$ cat src/rtl/sc_fifo_pkg.sv
// Shared constants, read-mode encodings and the parity helper for sc_fifo.
// The FIFO_PARITY_EN build option uses even_parity() to protect stored words.
package sc_fifo_pkg;

  localparam int SC_FIFO_WIDTH = 64;
  localparam int SC_FIFO_DEPTH = 16;
  localparam int SC_FIFO_PTR   = 4;

  localparam int SC_FIFO_NORMAL    = 0;
  localparam int SC_FIFO_SHOWAHEAD = 1;

  // Widest data word the parity helper accepts; callers zero-extend into it.
  localparam int SC_FIFO_PAR_MAX_W = 1024;

  // The returned bit makes the total count of ones, including the parity bit, even.
  function automatic logic even_parity(input logic [SC_FIFO_PAR_MAX_W-1:0] d);
    return ^d;
  endfunction

endpackage

$ cat src/rtl/sc_fifo_mem.sv
// DEPTH x W register array for sc_fifo: one write port and one asynchronous read port.
// It has no reset, so stored contents are undefined until they are written.
module sc_fifo_mem
  import sc_fifo_pkg::*;
#(
  parameter int W     = SC_FIFO_WIDTH,
  parameter int DEPTH = SC_FIFO_DEPTH,
  parameter int PTR   = SC_FIFO_PTR
) (
  input  logic           clk,
  input  logic           we,
  input  logic [PTR-1:0] waddr,
  input  logic [W-1:0]   wdata,
  input  logic [PTR-1:0] raddr,
  output logic [W-1:0]   rdata
);

  logic [W-1:0] mem [DEPTH];

  always_ff @(posedge clk) begin
    if (we) begin
      mem[waddr] <= wdata;
    end
  end

  assign rdata = mem[raddr];

endmodule

$ cat src/rtl/sc_fifo.sv
// Single-clock FIFO with normal or show-ahead read, almost thresholds, sticky errors and flush.
// Define FIFO_PARITY_EN to store an even-parity bit per word and report it on par_err.
module sc_fifo
  import sc_fifo_pkg::*;
#(
  parameter int WIDTH     = SC_FIFO_WIDTH,
  parameter int DEPTH     = SC_FIFO_DEPTH,
  parameter int PTR       = SC_FIFO_PTR,
  parameter int SHOWAHEAD = SC_FIFO_NORMAL,
  parameter int AFULL_TH  = 12,
  parameter int AEMPTY_TH = 2
) (
  input  logic             clk,
  input  logic             reset_,
  input  logic             flush,
  input  logic             clr_err,
  input  logic             wren,
  input  logic [WIDTH-1:0] datain,
  input  logic             rden,
  output logic [WIDTH-1:0] dataout,
  output logic             full,
  output logic             empty,
  output logic             almost_full,
  output logic             almost_empty,
  output logic [PTR:0]     usedw,
  output logic             overflow,
  output logic             underflow,
  output logic             par_err
);

`ifdef FIFO_PARITY_EN
  localparam int MEM_W = WIDTH + 1;
`else
  localparam int MEM_W = WIDTH;
`endif

  localparam logic [PTR:0] DEPTH_U     = (PTR+1)'(DEPTH);
  localparam logic [PTR:0] AFULL_U     = (PTR+1)'(AFULL_TH);
  localparam logic [PTR:0] AEMPTY_U    = (PTR+1)'(AEMPTY_TH);
  localparam logic [PTR:0] USEDW_ONE   = (PTR+1)'(1);
  localparam logic [PTR-1:0] PTR_ONE   = PTR'(1);

  logic [PTR-1:0] wr_ptr;
  logic [PTR-1:0] rd_ptr;
  logic [PTR:0]   usedw_q;
  logic           overflow_q;
  logic           underflow_q;
  logic           wr_acc;
  logic           rd_acc;
  logic [MEM_W-1:0] mem_wdata;
  logic [MEM_W-1:0] mem_rdata;
  logic             rd_perr;

  // wren/rden are requests with no separate ready: a request is accepted in a
  // cycle only when the matching status flag (!full / !empty) was already
  // clear at that edge, and nothing is accepted during flush.
  assign wr_acc = wren & ~full  & ~flush;
  assign rd_acc = rden & ~empty & ~flush;

  // All status flags decode from the registered count only.
  assign usedw        = usedw_q;
  assign full         = (usedw_q == DEPTH_U);
  assign empty        = (usedw_q == '0);
  assign almost_full  = (usedw_q >= AFULL_U);
  assign almost_empty = (usedw_q <= AEMPTY_U);
  assign overflow     = overflow_q;
  assign underflow    = underflow_q;

`ifdef FIFO_PARITY_EN
  assign mem_wdata = {even_parity(SC_FIFO_PAR_MAX_W'(datain)), datain};
  assign rd_perr   = even_parity(SC_FIFO_PAR_MAX_W'(mem_rdata[WIDTH-1:0])) ^ mem_rdata[WIDTH];
`else
  assign mem_wdata = datain;
  assign rd_perr   = 1'b0;
`endif

  sc_fifo_mem #(
    .W     (MEM_W),
    .DEPTH (DEPTH),
    .PTR   (PTR)
  ) u_mem (
    .clk   (clk),
    .we    (wr_acc),
    .waddr (wr_ptr),
    .wdata (mem_wdata),
    .raddr (rd_ptr),
    .rdata (mem_rdata)
  );

  always_ff @(posedge clk or negedge reset_) begin
    if (!reset_) begin
      wr_ptr  <= '0;
      rd_ptr  <= '0;
      usedw_q <= '0;
    end else if (flush) begin
      wr_ptr  <= '0;
      rd_ptr  <= '0;
      usedw_q <= '0;
    end else begin
      if (wr_acc) begin
        wr_ptr <= wr_ptr + PTR_ONE;
      end
      if (rd_acc) begin
        rd_ptr <= rd_ptr + PTR_ONE;
      end
      case ({wr_acc, rd_acc})
        2'b10:   usedw_q <= usedw_q + USEDW_ONE;
        2'b01:   usedw_q <= usedw_q - USEDW_ONE;
        default: usedw_q <= usedw_q;
      endcase
    end
  end

  // Sticky errors: a set in the same cycle as clr_err wins; flush leaves them alone.
  always_ff @(posedge clk or negedge reset_) begin
    if (!reset_) begin
      overflow_q  <= 1'b0;
      underflow_q <= 1'b0;
    end else begin
      if (!flush && wren && full) begin
        overflow_q <= 1'b1;
      end else if (clr_err) begin
        overflow_q <= 1'b0;
      end
      if (!flush && rden && empty) begin
        underflow_q <= 1'b1;
      end else if (clr_err) begin
        underflow_q <= 1'b0;
      end
    end
  end

  if (SHOWAHEAD == SC_FIFO_SHOWAHEAD) begin : g_showahead
    assign dataout = empty ? '0 : mem_rdata[WIDTH-1:0];
    assign par_err = ~empty & rd_perr;
  end else begin : g_normal
    logic [WIDTH-1:0] dout_q;
    logic             perr_q;

    always_ff @(posedge clk or negedge reset_) begin
      if (!reset_) begin
        dout_q <= '0;
        perr_q <= 1'b0;
      end else if (flush) begin
        dout_q <= '0;
        perr_q <= 1'b0;
      end else begin
        if (rd_acc) begin
          dout_q <= mem_rdata[WIDTH-1:0];
        end
        perr_q <= rd_acc & rd_perr;
      end
    end

    assign dataout = dout_q;
    assign par_err = perr_q;
  end

endmodule
$ cat config.mk
export PLATFORM = sky130hd
export DESIGN_NAME = sc_fifo
export DESIGN_NICKNAME = d
export VERILOG_FILES = /design/src/rtl/sc_fifo_pkg.sv /design/src/rtl/sc_fifo_mem.sv /design/src/rtl/sc_fifo.sv
export SDC_FILE = /design/constraint.sdc
export NUM_CORES = 1
export LEC_CHECK = 0
export CAP_MARGIN = 20
export CORE_UTILIZATION = 45
export CTS_CLUSTER_DIAMETER = 150
export DETAILED_ROUTE_END_ITERATION = 10
export HOLD_SLACK_MARGIN = 0.12
export PLACE_DENSITY = 0.72
export REMOVE_ABC_BUFFERS = 1
export SYNTH_ARGS = -nofsm -noshare
export SYNTH_HDL_FRONTEND = slang
export SYNTH_SLANG_ARGS = --single-unit
$ cat constraint.sdc
create_clock -name clk -period 12.5 [get_ports clk]
set_clock_uncertainty 0.2 [all_clocks]
set_input_delay 1.875 -clock clk [delete_from_list [all_inputs] [get_ports clk]]
set_output_delay 1.875 -clock clk [all_outputs]
set_load 0.02 [all_outputs]
==> impl_metrics.xml <==
<?xml version="1.0" encoding="UTF-8"?>
<metrics>
  <group name="global_route">
    <metric name="grt_first_pass_wirelength" unit="um">133000</metric>
    <metric name="grt_util_all_layers" unit="">0.190</metric>
    <metric name="grt_antenna_before_repair" unit="">5</metric>
    <metric name="grt_overflow_total" unit="">0</metric>
    <metric name="via_count_of_the_first_global_routing_pass" unit="">20700</metric>
    <metric name="largest_net_degree_at_the_start_of_global_routing" unit="">96</metric>
  </group>
  <group name="finish">
    <metric name="drive_above_1_share" unit="">0.225</metric>
    <metric name="layout_common_cells" unit="">1024 x edfxtp_1, 256 x mux4_2, 143 x clkdlybuf4s50_1, 142 x nor2_1, 131 x mux2i_1</metric>
    <metric name="layout.nets" unit="">2157</metric>
    <metric name="layout.cells.most_common" unit="">edfxtp_1</metric>
    <metric name="syn_to_final_growth" unit="%">15.4</metric>
    <metric name="stdcell_count" unit="">3417</metric>
  </group>
  <group name="floorplan">
    <metric name="core" unit="um^2">92200</metric>
    <metric name="die_w" unit="um">308</metric>
    <metric name="design.portCount" unit="">146</metric>
    <metric name="initial_core_util" unit="">0.457</metric>
    <metric name="die_y" unit="um">308</metric>
    <metric name="die_area" unit="um^2">94800</metric>
    <metric name="std_cell_rows" unit="">111</metric>
  </group>
  <group name="routing">
    <metric name="ant_nets" unit="">0</metric>
    <metric name="initialDrtViolationCount" unit="">1854</metric>
    <metric name="totalWireLength" unit="um">88400</metric>
    <metric name="drt-pass1-iter-count" unit="">5</metric>
    <metric name="routed-via-count" unit="">19500</metric>
    <metric name="viasPerCell" unit="">5.71</metric>
    <metric name="drc_errors" unit="">0</metric>
    <metric name="route.detailed.wl_per_inst" unit="um">25.9</metric>
  </group>
  <group name="placement">
    <metric name="dpl.cell_count" unit="">3216</metric>
    <metric name="dp_hpwl" unit="um">47000</metric>
    <metric name="input_output_buffers" unit="">144</metric>
    <metric name="finalWeightedCongestion" unit="">0.790</metric>
  </group>
  <group name="yosys">
    <metric name="mappedNetlistArea" unit="um^2">42100</metric>
    <metric name="synth.ff_latch_count" unit="">1103</metric>
    <metric name="asyncSetResetFlopFracSynth" unit="">0.0716</metric>
    <metric name="post_synth_inst_count" unit="">1898</metric>
    <metric name="synth_cell_types" unit="">48</metric>
    <metric name="syn_area_per_cell" unit="um^2">22.2</metric>
    <metric name="synth_edf_count" unit="">1024</metric>
    <metric name="synth.yosys.warnings" unit="">0</metric>
    <metric name="ys_seq_area_frac" unit="">0.777</metric>
    <metric name="ys_dominant_reg_cell" unit="">edfxtp_1</metric>
  </group>
  <group name="timing">
    <metric name="worst_pin_slew" unit="ns">1.12</metric>
    <metric name="finalCritPeriodShare" unit="">0.403</metric>
    <metric name="worst_slew_margin_rel" unit="">0.256</metric>
    <metric name="max_clock_freq" unit="MHz">198</metric>
    <metric name="setup_viol" unit="">0</metric>
    <metric name="slew_violations" unit="">0</metric>
    <metric name="setup-tns-final" unit="ns">0</metric>
    <metric name="finalHoldViolations" unit="">0</metric>
    <metric name="rsz_0062_raised_after_global_routing" unit="">no</metric>
    <metric name="period_needed" unit="ns">5.04</metric>
  </group>
  <group name="clock_network">
    <metric name="post_cts_resize_count" unit="">0</metric>
    <metric name="postCtsSetupBuffers" unit="">0</metric>
    <metric name="hold_buffers" unit="">0</metric>
    <metric name="clk_root_buffer_cell" unit="">clkbuf_16</metric>
    <metric name="worst_setup_hold_path_clk_slew" unit="ns">0.06</metric>
    <metric name="insertion_delay" unit="ns">0.68</metric>
    <metric name="h-tree-depth" unit="">3</metric>
    <metric name="cts_tree" unit="">yes</metric>
    <metric name="cts_inserted_buffers" unit="">105</metric>
    <metric name="cts_buffer_depth" unit="">3</metric>
    <metric name="cts.sinks" unit="">1103</metric>
  </group>
  <group name="critical_path">
    <metric name="critical-path-top-delay-family" unit="">buffers and inverters</metric>
    <metric name="timing_worst_setup_path_type" unit="">input pin to flop</metric>
    <metric name="startpoint_type" unit="">input pin</metric>
    <metric name="critical_path_buf_inv_count" unit="">3</metric>
    <metric name="crit_path_top_delay_cell" unit="">buf_4</metric>
    <metric name="critPathArrivalTime" unit="ns">5.13</metric>
    <metric name="worstPathCellList" unit="">clkdlybuf4s50_1 -&gt; inv_1 -&gt; o211a_1 -&gt; nand2_1 -&gt; nor2_4 -&gt; buf_4</metric>
    <metric name="worstPathMaxFanout" unit="">44</metric>
    <metric name="worst_setup_path_end_kind" unit="">flop</metric>
    <metric name="cp_data_required_time" unit="ns">12.59</metric>
    <metric name="critPathMaxStageDelay" unit="ns">0.81</metric>
  </group>
  <group name="job">
    <metric name="cap_viol_max_count" unit="">0</metric>
  </group>
  <group name="power_and_ir_drop">
    <metric name="leakage" unit="nW">15.7</metric>
    <metric name="p_total" unit="mW">9.01</metric>
    <metric name="p_per_area" unit="nW/um^2">186</metric>
    <metric name="vdd_drop_max" unit="V">0.000140</metric>
  </group>
  <group name="min_path">
    <metric name="hold_path.class" unit="">flop to flop</metric>
  </group>
  <group name="outcome">
    <metric name="status" unit="">finished clean</metric>
  </group>
</metrics>
## layout make-up
class / count / area (um^2)
Clock buffer: 128 / 2820
Multi-Input combinational cell: 684 / 8940
Sequential cell: 1103 / 32700
Timing Repair Buffer: 179 / 1710
Antenna cell: 1 / 2.50
Inverter: 7 / 26.3
Clock inverter: 72 / 790
Tap cell: 1243 / 1560
Fill cell: 6980 / 43600
## registers in the layout, summed over array words and instances (netlist names)
register   flops
dataout       64
overflow       1
u_mem.mem   1024
rd_ptr         4
wr_ptr         4
usedw          5
underflow      1
## synth_stat cells (4+ instances only)
master	n	area, um^2
edfxtp_1	1024	30700
nor3_1	4	20.0
nand2_1	13	48.8
buf_6	9	101
buf_1	20	75.1
xor2_1	6	52.6
clkbuf_1	43	161
inv_1	7	26.3
nor2_1	154	578
buf_4	8	60.1
mux2i_1	131	1310
buf_2	24	120
a211o_1	63	552
ha_1	7	87.6
and3_1	4	25.0
dfrtp_1	79	1980
o211ai_1	5	37.5
mux4_2	256	5770
## path summary, 6_finish.rpt
kind	from	to	slack (ns)	depth (start not counted)
worst max-delay path	flush	u_mem.mem[15][38]	7.46	6
worst min-delay path	dataout[6]	dataout[6]	0.29	1
worst max register to register	rd_ptr[1]	dataout[26]	7.98	7
worst min register to register	dataout[6]	dataout[6]	0.29	1
max in group asynchronous	reset_	rd_ptr[3]	9.83	2
min in group asynchronous	reset_	dataout[11]	1.10	1
## logic make-up after synthesis
logic type | after synthesis | synth area share
AO/OA/AOI/OAI | 88 | 0.0185
XOR/XNOR | 9 | 0.00187
adder cells (fa/ha/maj) | 7 | 0.00208
buffers and inverters | 111 | 0.0129
flip-flops | 1103 | 0.777
multiplexers | 390 | 0.169
other | 1 | 0.0000891
AND/OR/NAND/NOR | 189 | 0.0183
## through the flow
step	instance area, um^2	utilization	worst slack [ns]	hold slack (ns)
4_1_cts	48600	0.527	7.50	0.298
3_3_place_gp	45000	0.488	6.86	0.271
3_5_place_dp	45000	0.488	6.80	0.284
5_1_grt	48600	0.527	7.28	0.315
2_1_floorplan	41600	-	1.14	0.352
6_report	48600	0.527	7.46	0.294
## power by group
| part | internal [mW] | leakage [nW] | total (mW) | switching [mW] |
|---|---|---|---|---|
| clock network | 1.92 | 1.78 | 3.28 | 1.36 |
| logic | 0.687 | 3.61 | 1.40 | 0.717 |
| registers | 4.17 | 10.3 | 4.33 | 0.161 |
| total | 6.77 | 15.7 | 9.01 | 2.24 |
## per-layer routing
layer,vias up,part of all wire,track usage
li1,8248,-,-
met1,10500,0.40,0.253
met2,657,0.51,0.320
met3,113,0.069,0.0394
met4,6,0.016,0.0474
met5,-,0.00035,0
## worst register-to-register path, stage by stage (launching register included)
cell and delay, ns:
dfrtp_4 0.72, buf_4 0.63, buf_12 0.68, buf_4 0.83, mux4_2 0.64, mux2i_1 0.34, nor2_1 0.10, a211o_1 0.26
Power figures use the tool's default switching activity.
